===== config.mk =====
export PLATFORM = sky130hd
export DESIGN_NAME = sub_serial_32
export DESIGN_NICKNAME = d
export VERILOG_FILES = /design/src/rtl/cpu_pkg.sv /design/src/rtl/sub_chunk.sv /design/src/rtl/sub_serial_32.sv
export SDC_FILE = /design/constraint.sdc
export NUM_CORES = 1
export LEC_CHECK = 0
export ABC_AREA = 1
export CORE_ASPECT_RATIO = 1.4
export CORE_UTILIZATION = 35
export DETAILED_ROUTE_END_ITERATION = 6
export GPL_TIMING_DRIVEN = 0
export PLACE_DENSITY = 0.68
export SYNTH_ARGS = -nofsm -noshare
export SYNTH_HDL_FRONTEND = slang
export SYNTH_SLANG_ARGS = --single-unit

===== constraint.sdc =====
create_clock -name clk -period 8.32 [get_ports clk]
set_clock_uncertainty 0.1 [all_clocks]
set_input_delay 2.08 -clock clk [delete_from_list [all_inputs] [get_ports clk]]
set_output_delay 2.08 -clock clk [all_outputs]
set_load 0.03 [all_outputs]

===== src/rtl/cpu_pkg.sv =====
// Shared CPU datapath definitions: sequencer state encoding and default datapath width.
package cpu_pkg;

  localparam logic [1:0] S_IDLE = 2'd0;
  localparam logic [1:0] S_RUN  = 2'd1;
  localparam logic [1:0] S_DONE = 2'd2;

  localparam int DEFAULT_WIDTH = 32;

  typedef enum logic [1:0] {
    ST_IDLE = S_IDLE,
    ST_RUN  = S_RUN,
    ST_DONE = S_DONE
  } sub_state_t;

endpackage


===== src/rtl/sub_chunk.sv =====
// STEP-bit combinational ripple subtractor built from full-subtractor cells.
// Latency: combinational. Backpressure: none.
module sub_chunk #(
  parameter int STEP = 1
) (
  input  logic [STEP-1:0] x,
  input  logic [STEP-1:0] y,
  input  logic            bi,
  output logic [STEP-1:0] diff,
  output logic            bo
);

  logic brw;

  always_comb begin
    diff = '0;
    brw  = bi;
    for (int i = 0; i < STEP; i++) begin
      diff[i] = x[i] ^ y[i] ^ brw;
      brw     = (~x[i] & y[i]) | (~(x[i] ^ y[i]) & brw);
    end
    bo = brw;
  end

endmodule


===== src/rtl/sub_serial_32.sv =====
// Serial subtractor d = a - b - bin, STEP bits per cycle LSB first; out_valid WIDTH/STEP+1 edges after accept.
// Result and flags are held in DONE until out_ready; in_ready is low in RUN and DONE.
module sub_serial_32
  import cpu_pkg::*;
#(
  parameter int WIDTH = DEFAULT_WIDTH,
  parameter int STEP  = 1
) (
  input  logic             clk,
  input  logic             rst,
  input  logic             in_valid,
  output logic             in_ready,
  input  logic [WIDTH-1:0] a,
  input  logic [WIDTH-1:0] b,
  input  logic             bin,
  output logic             out_valid,
  input  logic             out_ready,
  output logic [WIDTH-1:0] d,
  output logic             bout,
  output logic             ovf,
  output logic             zero
);

  if (STEP < 1 || (WIDTH % STEP) != 0) begin : g_bad_step
    $fatal(1, "sub_serial_32: STEP must be >= 1 and divide WIDTH");
  end

  localparam int NCHUNK = WIDTH / STEP;
  localparam int CW     = (NCHUNK > 1) ? $clog2(NCHUNK) : 1;
  localparam logic [CW-1:0] LAST = CW'(NCHUNK - 1);

  sub_state_t state, state_nxt;

  logic [WIDTH-1:0] a_sr, b_sr, res_nxt;
  logic [CW-1:0]    count;
  logic             borrow, a_msb, b_msb;
  logic [STEP-1:0]  chunk_diff;
  logic             chunk_bo;

  sub_chunk #(.STEP(STEP)) u_chunk (
    .x    (a_sr[STEP-1:0]),
    .y    (b_sr[STEP-1:0]),
    .bi   (borrow),
    .diff (chunk_diff),
    .bo   (chunk_bo)
  );

  // d doubles as the result shift register: chunks enter at the MSB end so
  // the first (least significant) chunk lands at bit 0 after NCHUNK shifts.
  if (STEP == WIDTH) begin : g_res_full
    assign res_nxt = chunk_diff;
  end else begin : g_res_shift
    assign res_nxt = {chunk_diff, d[WIDTH-1:STEP]};
  end

  always_ff @(posedge clk or posedge rst) begin
    if (rst) state <= ST_IDLE;
    else     state <= state_nxt;
  end

  always_comb begin
    state_nxt = state;
    in_ready  = 1'b0;
    out_valid = 1'b0;
    case (state)
      ST_IDLE: begin
        in_ready = 1'b1;
        if (in_valid) state_nxt = ST_RUN;
      end
      ST_RUN: begin
        if (count == LAST) state_nxt = ST_DONE;
      end
      ST_DONE: begin
        out_valid = 1'b1;
        if (out_ready) state_nxt = ST_IDLE;
      end
      default: state_nxt = ST_IDLE;
    endcase
  end

  always_ff @(posedge clk or posedge rst) begin
    if (rst) begin
      a_sr   <= '0;
      b_sr   <= '0;
      d      <= '0;
      count  <= '0;
      borrow <= 1'b0;
      a_msb  <= 1'b0;
      b_msb  <= 1'b0;
      bout   <= 1'b0;
      ovf    <= 1'b0;
      zero   <= 1'b0;
    end else begin
      case (state)
        ST_IDLE: begin
          if (in_valid) begin
            a_sr   <= a;
            b_sr   <= b;
            borrow <= bin;
            count  <= '0;
            a_msb  <= a[WIDTH-1];
            b_msb  <= b[WIDTH-1];
          end
        end
        ST_RUN: begin
          a_sr   <= a_sr >> STEP;
          b_sr   <= b_sr >> STEP;
          d      <= res_nxt;
          borrow <= chunk_bo;
          count  <= count + CW'(1);
          if (count == LAST) begin
            bout <= chunk_bo;
            ovf  <= (a_msb != b_msb) && (res_nxt[WIDTH-1] != a_msb);
            zero <= (res_nxt == '0);
          end
        end
        default: ;
      endcase
    end
  end

endmodule


==> impl_metrics.csv, run 1 <==
group,metric,value,unit
grt,grt.overflow.total,0,
grt,met2_usage,29.82,%
logic_synthesis,yosys_warnings,0,
worst_setup_path,crit_type,"reg2out",
grt,gr-usage-met3,2.553,%
worst_setup_path,timing.critical_path.arrival,1.79,ns
worst_setup_path,required,6.14,ns
clock_network,h-tree-depth,3,
die,rows,51,
clock_network,clock_sink_count,109,
grt,first_global_vias,4262,
worst_setup_path,buffers_and_inverters_on_the_worst_path,1,
worst_setup_path,timing.rr.start,"state[0]",
routing,routed_wire_length_per_instance,12.72,um
worst_setup_path,critPathLaunchType,"register",
sta,relSlewSlack,50.99,%
worst_setup_path,path_delay_family,"buffers and inverters",
grt,grt_max_degree,59,
sta,timing.final.max_slew_violations,0,
clock_network,post_cts_resize_count,0,
hold_path,worst_hold_path.num_cells,2,
grt,groute.layer.met1.usage,20.60,%
sta,tightest_slew,0.7352,ns
run,number_of_max_capacitance_violations_reported,0,
finish,drive_gt1_share,7.219,%
finish,nFillCells,1381,
worst_setup_path,cell_depth_of_the_worst_setup_path,2,
sta,highest_attainable_clock_frequency,251.9,MHz
placed_design,buffer_ports.inserted,105,
grt,antenna_found_initial,0,
clock_network,clk_latency,0.35,ns
clock_network,cts_root_cell,"clkbuf_16",
routing,vias_per_cell,4.671,
die,core-area,14100,um^2
clock_network,cts_max_path_buffers,2,
sta,post_route_setup_tns,0,ns
sta,finalHoldViolCount,0,
logic_synthesis,postSynthNetCount,698,
clock_network,postCtsSetupRepairBufs,0,
pwr,power-per-cell-area,365.0,nW/um^2
logic_synthesis,synth_top_area_share,53.46,%
finish,postLayoutCoreUtil,47.84,%
clock_network,cts-hold-fix-buffers,0,
hold_path,class_of_the_tightest_hold_or_removal_check,"reg2reg",
pwr,static-leakage-power,3.155,nW
die,fp.dieArea,15070,um^2
logic_synthesis,synth_edf_count,0,
worst_setup_path,critPathSlowestCell,"clkdlybuf4s50_1",
worst_setup_path,slowest_delay,0.72,ns
logic_synthesis,synthDominantAreaCellType,"dfrtp_1",
routing,overall_via_count_from_detail_route,4358,
placed_design,gp_routability_congestion,0.7555,
worst_setup_path,crit-reg2reg-capture,"a_sr[21]",
logic_synthesis,netlist-cell-type-count,26,
die,die_x,104.0,um
logic_synthesis,synth_seq_cells,109,
finish,area_growth,32.22,%
sta,final_number_of_setup_violating_endpoints,0,
worst_setup_path,worstSetupEndpointType,"output port",
logic_synthesis,postSynth.asyncResetShare,100.0,%
clock_network,cts_inserted_buffers,9,
pwr,peakVddDrop,0.0001385,V
routing,first_pass_iters,4,
finish,nNetsFinal,815,
status,run_status,"complete, no violations",
clock_network,clock_tree_from_tritoncts,"built",
routing,drt-initial-drc-count,170,
finish,antennaDiodeCount,0,
grt,groute.usage.overall,16.73,%
logic_synthesis,netlist_instances,626,
grt,global_route.peak_usage_layer,"met2",
routing,ant_nets,0,
logic_synthesis,post_synth.cell_area_avg,8.151,um^2
hold_path,whs_endpoint,"ovf",
logic_synthesis,synth_area_leaders,"dfrtp_1 (53%), nand2_1 (16%), o21ai_0 (9.7%), inv_1 (5.6%), o21ai_1 (4.0%)",
worst_setup_path,worst-path-max-fanout,5,
sta,setup_repair_after_global_routing_missed_its_margin,"false",
sta,layout_min_cycle_time,3.969,ns
sta,layout_worst_path_cycle_share,47.71,%
worst_setup_path,crit_start,"state[0]",
worst_setup_path,worst-r2r-setup-slack,6.66,ns
routing,drc_markers,0,
logic_synthesis,synthesis.area,5102,um^2
die,top_level_ports,106,
sta,hold_ws,0.3843,ns
routing,drt_wl_total,11870,um
die,initial_utilization,36.18,%
worst_setup_path,reg2reg_depth,5,
clock_network,clkTransAtPathRegs,0.07,ns
hold_path,hold_path.startpoint,"ovf",
pwr,finalPower,2.462,mW
worst_setup_path,crit_chain,"nor2_2 > clkdlybuf4s50_1",
die,die_height,144.9,um
placed_design,post_detailed_placement_half_perimeter_wirelength,8492,um
logic_synthesis,synth_sequential_area_ratio,53.46,%
grt,grt_pass1_wl,20030,um
logic_synthesis,dominantRegCellSynth,"dfrtp_1",
==> flip-flops by register name, summed over array words and instances (netlist names) <==
| signal | cells |
|---|---|
| ovf | 1 |
| zero | 1 |
| state | 2 |
| b_msb | 1 |
| bout | 1 |
| b_sr | 32 |
| a_msb | 1 |
| count | 5 |
| d | 32 |
| borrow | 1 |
| a_sr | 32 |
==> cell type report <==
class                           instances  area, um^2  area share (%)
Tap cell                              185       231.5           3.431
Clock inverter                          7       106.4           1.576
Clock buffer                            9       225.2           3.338
Timing Repair Buffer                  106        1079           15.99
Inverter                               78       295.3           4.377
Buffer                                 34       261.5           3.876
Sequential cell                       109        2728           40.43
Multi-Input combinational cell        405        1821           26.98
==> worst max-delay path by stage <==
stage                to  slack, ns
5_1_grt        in_ready       4.29
3_3_place_gp   a_sr[21]       1.53
4_1_cts        in_ready       4.34
2_1_floorplan     a_msb       3.27
6_report       in_ready       4.35
3_5_place_dp   in_ready       4.72
==> routing by layer <==
metal	wire length (um)	vias to the layer above
li1	-	2183
met1	5310	2054
met2	5883	107
met3	479	14
met4	198	0
met5	0	-
==> where the power goes <==
part	switching, mW	internal (mW)	total, mW	leakage, nW
Combinational	0.666	0.446	1.11	1.60
Clock	0.211	0.270	0.481	0.163
Sequential	0.118	0.752	0.870	1.39
Total	0.995	1.47	2.46	3.15
==> worst min-delay path, cell delays in order (launching register included) <==
cell,delay (ns)
dfrtp_1,0.35
nand2_1,0.05
o31ai_1,0.05
==> cells in the final DEF (no fill, tap or decap), drive strengths merged, types with 5 or more instances in the layout <==
master | Yosys | routed
o21ai | 140 | 140
dfrtp | 109 | 109
buf | 27 | 28
clkbuf | 7 | 16
nand3 | 5 | 5
inv | 78 | 81
nand2 | 221 | 221
clkdlybuf4s50 | 0 | 105
nor2 | 24 | 24
==> cell families (layout without fill, tap and decap cells) <==
logic type / count (synthesis) / in the layout / synth area share (%)
AO/OA/AOI/OAI: 150 / 150 / 15.25
AND/OR/NAND/NOR: 250 / 250 / 19.20
adder cells (fa/ha/maj): 3 / 3 / 0.8827
XOR/XNOR: 2 / 2 / 0.3434
flip-flops: 109 / 109 / 53.46
buffers and inverters: 112 / 234 / 10.86
==> cells in the mapped netlist (2+ instances only) <==
| master | count |
|---|---|
| o21ai_1 | 41 |
| inv_2 | 2 |
| dfrtp_1 | 109 |
| o22ai_1 | 2 |
| buf_6 | 12 |
| inv_1 | 76 |
| nand2_4 | 3 |
| nand3_1 | 5 |
| a22o_1 | 2 |
| xnor2_1 | 2 |
| a21oi_1 | 2 |
| nor2_1 | 22 |
| clkbuf_1 | 7 |
| o31ai_1 | 2 |
| buf_4 | 6 |
| o21ai_0 | 99 |
| ha_1 | 2 |
| nand2_1 | 217 |
| buf_2 | 8 |
==> stage by stage <==
step,instance area (um^2),std cells,setup WS [ns]
3_5_place_dp,6415,917,4.724
2_1_floorplan,5102,626,3.266
5_1_grt,6746,933,4.289
6_report,6746,933,4.351
4_1_cts,6746,933,4.344
3_3_place_gp,6385,916,1.529
Note: power is estimated with default switching activity, not from simulation.
==> run 2: changes to the inputs <==
==> constraint.sdc (replaced) <==
create_clock -name clk -period 3.85 [get_ports clk]
set_clock_uncertainty 0.1 [all_clocks]
set_input_delay 0.9625 -clock clk [delete_from_list [all_inputs] [get_ports clk]]
set_output_delay 0.9625 -clock clk [all_outputs]
set_load 0.03 [all_outputs]
==> run 2 against run 1 <==
Sequential power increased by 120%. Sequential share of layout area increased by 0.13 points. Combinational power increased by 120%. Sequential cell count unchanged. Via count decreased by 0.60%. Non-clock buffer count increased by 2. Final area decreased by 0.32%. Register-to-register slack got worse by 4.4 ns. Power increased by 110%. Setup slack got worse by 3.3 ns. Final cell count increased by 0.21%. Clock-buffer cell count increased by 3.
==> impl_metrics.csv, run 2 (synthesis results as in run 1) <==
group,metric,value,unit
die,rows,51,
worst_setup_path,worst-path-max-fanout,5,
placed_design,gp_routability_congestion,0.7536,
finish,reg_top3,"a_sr x32, b_sr x32, d x32",
sta,finalHoldViolCount,0,
hold_path,class_of_the_tightest_hold_or_removal_check,"reg2reg",
finish,drive_gt1_share,7.200,%
grt,groute.usage.overall,16.78,%
sta,tightest_slew,0.6584,ns
pwr,power-per-cell-area,769.0,nW/um^2
grt,antenna_found_initial,0,
clock_network,postCtsSetupRepairBufs,0,
finish,area_growth,31.80,%
clock_network,post_cts_resize_count,0,
clock_network,h-tree-depth,3,
clock_network,cts_root_cell,"clkbuf_16",
finish,nFillCells,1422,
grt,grt.overflow.total,0,
pwr,peakVddDrop,0.0003220,V
clock_network,clkTransAtPathRegs,0.07,ns
sta,post_route_setup_tns,0,ns
worst_setup_path,crit_chain,"nor2_2 > clkdlybuf4s50_1",
worst_setup_path,worstSetupEndpointType,"output port",
clock_network,clock_sink_count,109,
routing,routed_wire_length_per_instance,12.64,um
clock_network,cts-hold-fix-buffers,0,
finish,layout.cells.most_common,"nand2_1",
run,number_of_max_capacitance_violations_reported,0,
routing,first_pass_iters,4,
pwr,static-leakage-power,3.137,nW
grt,first_global_vias,4325,
worst_setup_path,crit_type,"reg2out",
worst_setup_path,slowest_delay,0.71,ns
finish,post_layout_nonfiller_instances,935,
status,run_status,"complete, no violations",
clock_network,cts_inserted_buffers,9,
placed_design,preCtsSetupSlack,1.427,ns
sta,final_number_of_setup_violating_endpoints,0,
placed_design,post_detailed_placement_half_perimeter_wirelength,8575,um
sta,final_critical_path_setup_slack,1.057,ns
die,fp.dieArea,15070,um^2
die,core-area,14100,um^2
grt,grt_max_degree,31,
clock_network,clock_tree_from_tritoncts,"built",
sta,layout_min_cycle_time,2.793,ns
sta,highest_attainable_clock_frequency,358.0,MHz
clock_network,clk_latency,0.34,ns
routing,drt_wl_total,11820,um
finish,nNetsFinal,817,
worst_setup_path,critPathSlowestCell,"clkdlybuf4s50_1",
placed_design,buffer_ports.inserted,105,
routing,overall_via_count_from_detail_route,4332,
sta,relSlewSlack,56.02,%
sta,layout_worst_path_cycle_share,72.55,%
sta,timing.final.max_slew_violations,0,
die,die_height,144.9,um
worst_setup_path,critPathLaunchType,"register",
die,die_x,104.0,um
sta,setup_repair_after_global_routing_missed_its_margin,"false",
grt,grt_pass1_wl,20250,um
clock_network,cts_max_path_buffers,2,
die,initial_utilization,36.18,%
worst_setup_path,required,2.79,ns
placed_design,number_of_cells_after_detailed_placement,919,
routing,drt-initial-drc-count,162,
routing,ant_nets,0,
die,top_level_ports,106,
routing,vias_per_cell,4.633,
finish,antennaDiodeCount,0,
finish,layout_common_cells,"nand2_1 (217), dfrtp_1 (109), clkdlybuf4s50_1 (105)",
worst_setup_path,timing.critical_path.arrival,1.73,ns
routing,drc_markers,0,
-- run 2: power breakdown --
part           switching (mW)  total (mW)  internal [mW]  leakage [nW]
combinational            1.44        2.41          0.967          1.61
sequential              0.253        1.88           1.62          1.39
clock                   0.425       0.887          0.462         0.134
total                    2.12        5.17           3.05          3.14
-- run 2: final timing paths --
check	from	depth (start not counted)	slack [ns]	to
min in group asynchronous	rst	2	0.96	d[27]
max in group asynchronous	rst	4	1.90	a_sr[10]
setup / recovery	state[0]	2	1.06	in_ready
setup reg to reg	state[1]	7	2.23	b_sr[4]
hold / removal	ovf	2	0.38	ovf
hold reg to reg	ovf	2	0.38	ovf
-- run 2: metrics by stage --
stage               utilization [%]  total power, mW  area, um^2  hold slack [ns]
global placement              45.30            4.256        6389           0.3656
CTS                           47.69            5.233        6725           0.3845
global route                  47.69            5.648        6725           0.4043
floorplan                         -            3.537        5106           0.3678
finish                        47.69            5.172        6725           0.3795
detailed placement            45.73            4.329        6449           0.3672
-- run 2: layout make-up --
class                      count  area (um^2)  area share [%]
clock buffer                  12        246.5           3.665
multi-input combinational    405         1821           27.07
buffer                        34        261.5           3.888
clock inverter                 4        30.03          0.4465
timing repair buffer         108         1111           16.52
sequential                   109         2728           40.56
tap                          185        231.5           3.442
inverter                      78        296.5           4.409
-- run 2: worst max-delay path: cells and delay by family (launching register included) --
kind / cells / cell delay [ns]
buffers and inverters: 1 / 0.71
DFF: 1 / 0.45
and+or+nand+nor: 1 / 0.23
-- run 2: metal layers --
metal	vias to the layer above	GRT usage [%]	share of wire, %
met5	-	0	0
met2	101	28.56	49
li1	2181	-	-
met3	13	2.866	3.4
met1	2037	21.44	46
met4	0	6.391	2.0
==> RTL edit 1: new RTL, config.mk and constraints of run 2 <==
Set the package constant `DEFAULT_WIDTH` to 16 (it was 32).
--- a/src/rtl/cpu_pkg.sv
+++ b/src/rtl/cpu_pkg.sv
@@ -6,5 +6,5 @@
   localparam logic [1:0] S_DONE = 2'd2;
 
-  localparam int DEFAULT_WIDTH = 32;
+  localparam int DEFAULT_WIDTH = 16;
 
   typedef enum logic [1:0] {
Interface: changed (resized a, b and d); port bits go from 106 to 58. The function was not compared with the original's and may differ.
==> RTL edit 1 against run 2 <==
First-iteration DRC count down 25%. Sequential power fell by 44%. Cell area decreased by 44%. Global-route usage increased by 0.37 points. Total power fell by 41%. Synthesized area decreased by 45%. Critical endpoint unchanged. Sequential cell count shrank 49. Highest routed layer unchanged. Critical path depth unchanged. Wire length is 47% lower. Worst setup slack gained 38 ps.
==> RTL edit 1: results <==
metrics = {
    "timing": {
        "period_share": 0.716,
        "tightest_slew_ps": 639,
    },
    "global_routing": {
        "grt_pass1_vias": 2447,
        "grtUsageTotal": 0.172,
        "grt_pass1_wl_um": 11100,
        "grt_max_degree": 33,
    },
    "detailed_routing": {
        "dr.pass1.iters": 4,
        "drtIter0Drc": 121,
        "wl_per_cell_um": 12.1,
        "vias": 2368,
        "routed_via_density": 4.56,
    },
    "layout": {
        "antennaDiodeCount": 0,
        "top_regs": "a_sr: 16 flops, b_sr: 16 flops, d: 16 flops",
        "finish.net_count": 453,
        "area_growth_pct": 32.6,
        "drive_above_1_share": 0.0883,
    },
    "critical_path": {
        "crit_start": "state[0]",
        "worst-r2r-setup-slack_ps": 2260,
        "r2r-start": "a_sr[0]",
        "crit_path_max_incr_delay_ps": 700,
        "reg2reg_depth": 6,
        "critPathTopFamily": "buffers and inverters",
        "r2r_end": "zero",
        "worstPathArrival_ps": 1690,
        "crit_end": "in_ready",
        "cp_max_fo": 4,
        "critPathSlowestCell": "clkdlybuf4s50_1",
    },
    "synthesis": {
        "avgSynthCellArea_sq_um": 8.16,
        "ys_seq_area_frac": 0.533,
        "synth_async_sr_flop_share": 1.00,
        "synthesis.nets": 384,
        "synth.distinct_cells": 24,
        "synth_warnings": 0,
        "yosys-top-cells-area": "dfrtp_1 53%, nand2_1 17%, o21ai_0 10%",
        "synthTopCellsByCount": "129 x nand2_1, 60 x dfrtp_1, 59 x o21ai_0",
    },
    "clock_tree": {
        "post-cts-setup-buffers": 0,
        "clock_path_buffers": 2,
        "clk_pin_slew_worst_paths_ps": 70,
        "cts_made_buffers": 9,
        "clock-root-buffer": "clkbuf_8",
        "cts_htree_levels": 3,
        "clock_latency_ps": 340,
    },
    "outcome": {
        "status": "complete, no violations",
    },
    "placed_design": {
        "place_ws_ps": 1450,
        "portBuffers": 57,
        "dpl-instance-area_sq_mm": 0.00353,
        "dpl.hpwl_um": 4630,
        "gp_congestion": 0.779,
        "dp.cells": 503,
    },
    "pwr": {
        "ir_worst_vdd_v": 0.000303,
        "total_leakage_power_uw": 0.00178,
    },
}
==> RTL edit 1: cell types whose count changed after synthesis, moves of 5 or more <==
cell,delta
buf_6,-5
clkbuf_1,-5
inv_1,-36
nor2_1,-9
o21ai_0,-40
dfrtp_1,-49
nand2_1,-88
o21ai_1,-34
buf_4,-5
==> RTL edit 1: worst min path at each step <==
stage          startpoint     end  slack [ps]  cells after the start
3_5_place_dp       borrow  borrow         380                      2
4_1_cts               ovf     ovf         400                      2
5_1_grt              zero    zero         420                      2
6_report             d[0]    d[0]         400                      2
3_3_place_gp       borrow  borrow         360                      2
2_1_floorplan      borrow  borrow         350                      2
==> RTL edit 1: worst min-delay path, cell delays in order, from the launching register on <==
cell and delay, ps:
dfrtp_1 350, nand2_1 60, nand2_1 60
==> RTL edit 1: logic make-up after synthesis <==
group / Yosys count / synth area share
AOI/OAI and AO/OA: 72 / 0.131
xor gates and xnor gates: 2 / 0.00622
adders and majority gates: 2 / 0.0116
buffers and inverters: 57 / 0.0987
DFF: 60 / 0.533
and+or+nand+nor: 152 / 0.220
==> RTL edit 1: layer usage <==
metal,vias to the layer above,part of all wire,GRT usage
met2,57,0.50,0.301
li1,1205,-,-
met5,-,0,0
met1,1099,0.44,0.199
met4,0,0.014,0.0701
met3,7,0.042,0.0430
==> RTL edit 1: layout make-up <==
cell class	count	area, sq um
Buffer	16	124
Inverter	41	154
Fill cell	730	4020
Multi-Input combinational cell	228	1040
Clock buffer	12	155
Tap cell	100	125
Timing Repair Buffer	58	591
Clock inverter	4	47.5
Sequential cell	60	1500
==> RTL edit 1: power by group <==
part | internal (uW) | switching, uW | total [uW]
sequential | 898 | 150 | 1050
combinational | 560 | 868 | 1430
clock | 332 | 246 | 578
total | 1790 | 1260 | 3050
==> RTL edit 2: new RTL, settings of run 2 <==
Made on the original files. Reset style: synchronous (`rst`), changed in 2 clocked blocks.
--- a/src/rtl/sub_serial_32.sv
+++ b/src/rtl/sub_serial_32.sv
@@ -54,5 +54,5 @@
   end
 
-  always_ff @(posedge clk or posedge rst) begin
+  always_ff @(posedge clk) begin
     if (rst) state <= ST_IDLE;
     else     state <= state_nxt;
@@ -79,5 +79,5 @@
   end
 
-  always_ff @(posedge clk or posedge rst) begin
+  always_ff @(posedge clk) begin
     if (rst) begin
       a_sr   <= '0;
Behaviour: differs if rst is asserted again (counterexample within 4 cycles, from zero or initial values and one cycle with rst high); with rst held inactive, the same outputs for 10 cycles.
==> RTL edit 2 against run 2 <==
Fmax is 7.2% higher. Register-to-register slack worse by 280 ps. Synthesized area is 6.3% lower. Sequential cell count stayed put. Cell area is 5.7% lower. Sequential share of layout area is 6.1 points lower. Wire length is 1.7% lower. Worst setup slack better by 190 ps.
Power is not compared: it rests on default switching activity, and its combinational part moved more than twofold at a synthesized area within 25%.
==> RTL edit 2: results <==
metrics = {
    "synthesis": {
        "yosys-top-cells-area": "dfxtp_1 46%, o21ai_1 10%, nand2_1 7.5%",
        "yosys.area.top_type_share": 0.456,
        "synthTopCellsByCount": "109 x dfxtp_1, 100 x o21ai_1, 96 x nand2_1",
    },
    "detailed_routing": {
        "dr_wl_met2_um": 5590,
        "wl_met3_um": 479,
        "wl_met1_um": 5440,
        "drtIter0Drc": 151,
        "wl_um": 11600,
    },
    "placed_design": {
        "dpl-instance-area_sq_mm": 0.00606,
        "gp_congestion": 0.780,
        "dpl.hpwl_um": 8460,
        "place_ws_ps": 1040,
    },
    "critical_path": {
        "r2r-start": "count[0]",
        "worstPathArrival_ps": 1540,
        "reg2reg_depth": 10,
        "r2r_end": "zero",
    },
    "layout": {
        "seq-cell-share": 0.344,
        "stdcell_count": 965,
        "multi_input_area_share": 0.325,
        "buffers": 151,
        "finish.net_count": 850,
        "multi_input_area_sq_mm": 0.00206,
        "fillerInstances": 1412,
        "clk_share": 0.0440,
    },
    "global_routing": {
        "met3_usage": 0.0354,
        "grt_pass1_wl_um": 19300,
        "grt_use_met2": 0.294,
        "grt_max_degree": 17,
        "grtUsageTotal": 0.171,
    },
    "outcome": {
        "status": "complete, no violations",
    },
    "hold_path": {
        "hold_path_startpoint": "b_sr[12]",
    },
}
[RTL edit 2: changes by cell type in the layout (fill, tap and decap cells not counted), moves of 17 or more]
cell	before	now
a21oi_2	0	20
o21ai_1	41	100
buf_2	8	25
dfxtp_1	0	109
nand2_1	217	96
o21ai_0	99	58
a21oi_1	2	61
dfrtp_1	109	0
nor2_1	22	78
[RTL edit 2: how the worst max path moves through the flow]
stage | depth (start not counted) | slack, ps | start | endpoint
finish | 4 | 1240 | state[0] | in_ready
global route | 3 | 1130 | state[1] | out_valid
CTS | 4 | 1240 | state[0] | in_ready
detailed placement | 6 | 1040 | rst | d[4]
global placement | 6 | 1030 | rst | d[4]
floorplan | 7 | 1990 | in_valid | a_sr[10]
[RTL edit 2: cells by family (layout without fill, tap and decap cells)]
kind of cell	after synthesis	count (layout)	share of synthesized area
AOI/OAI and AO/OA	241	241	0.269
and+or+nand+nor	185	185	0.152
buffers and inverters	124	245	0.113
DFF	109	109	0.456
adders and majority gates	3	3	0.00942
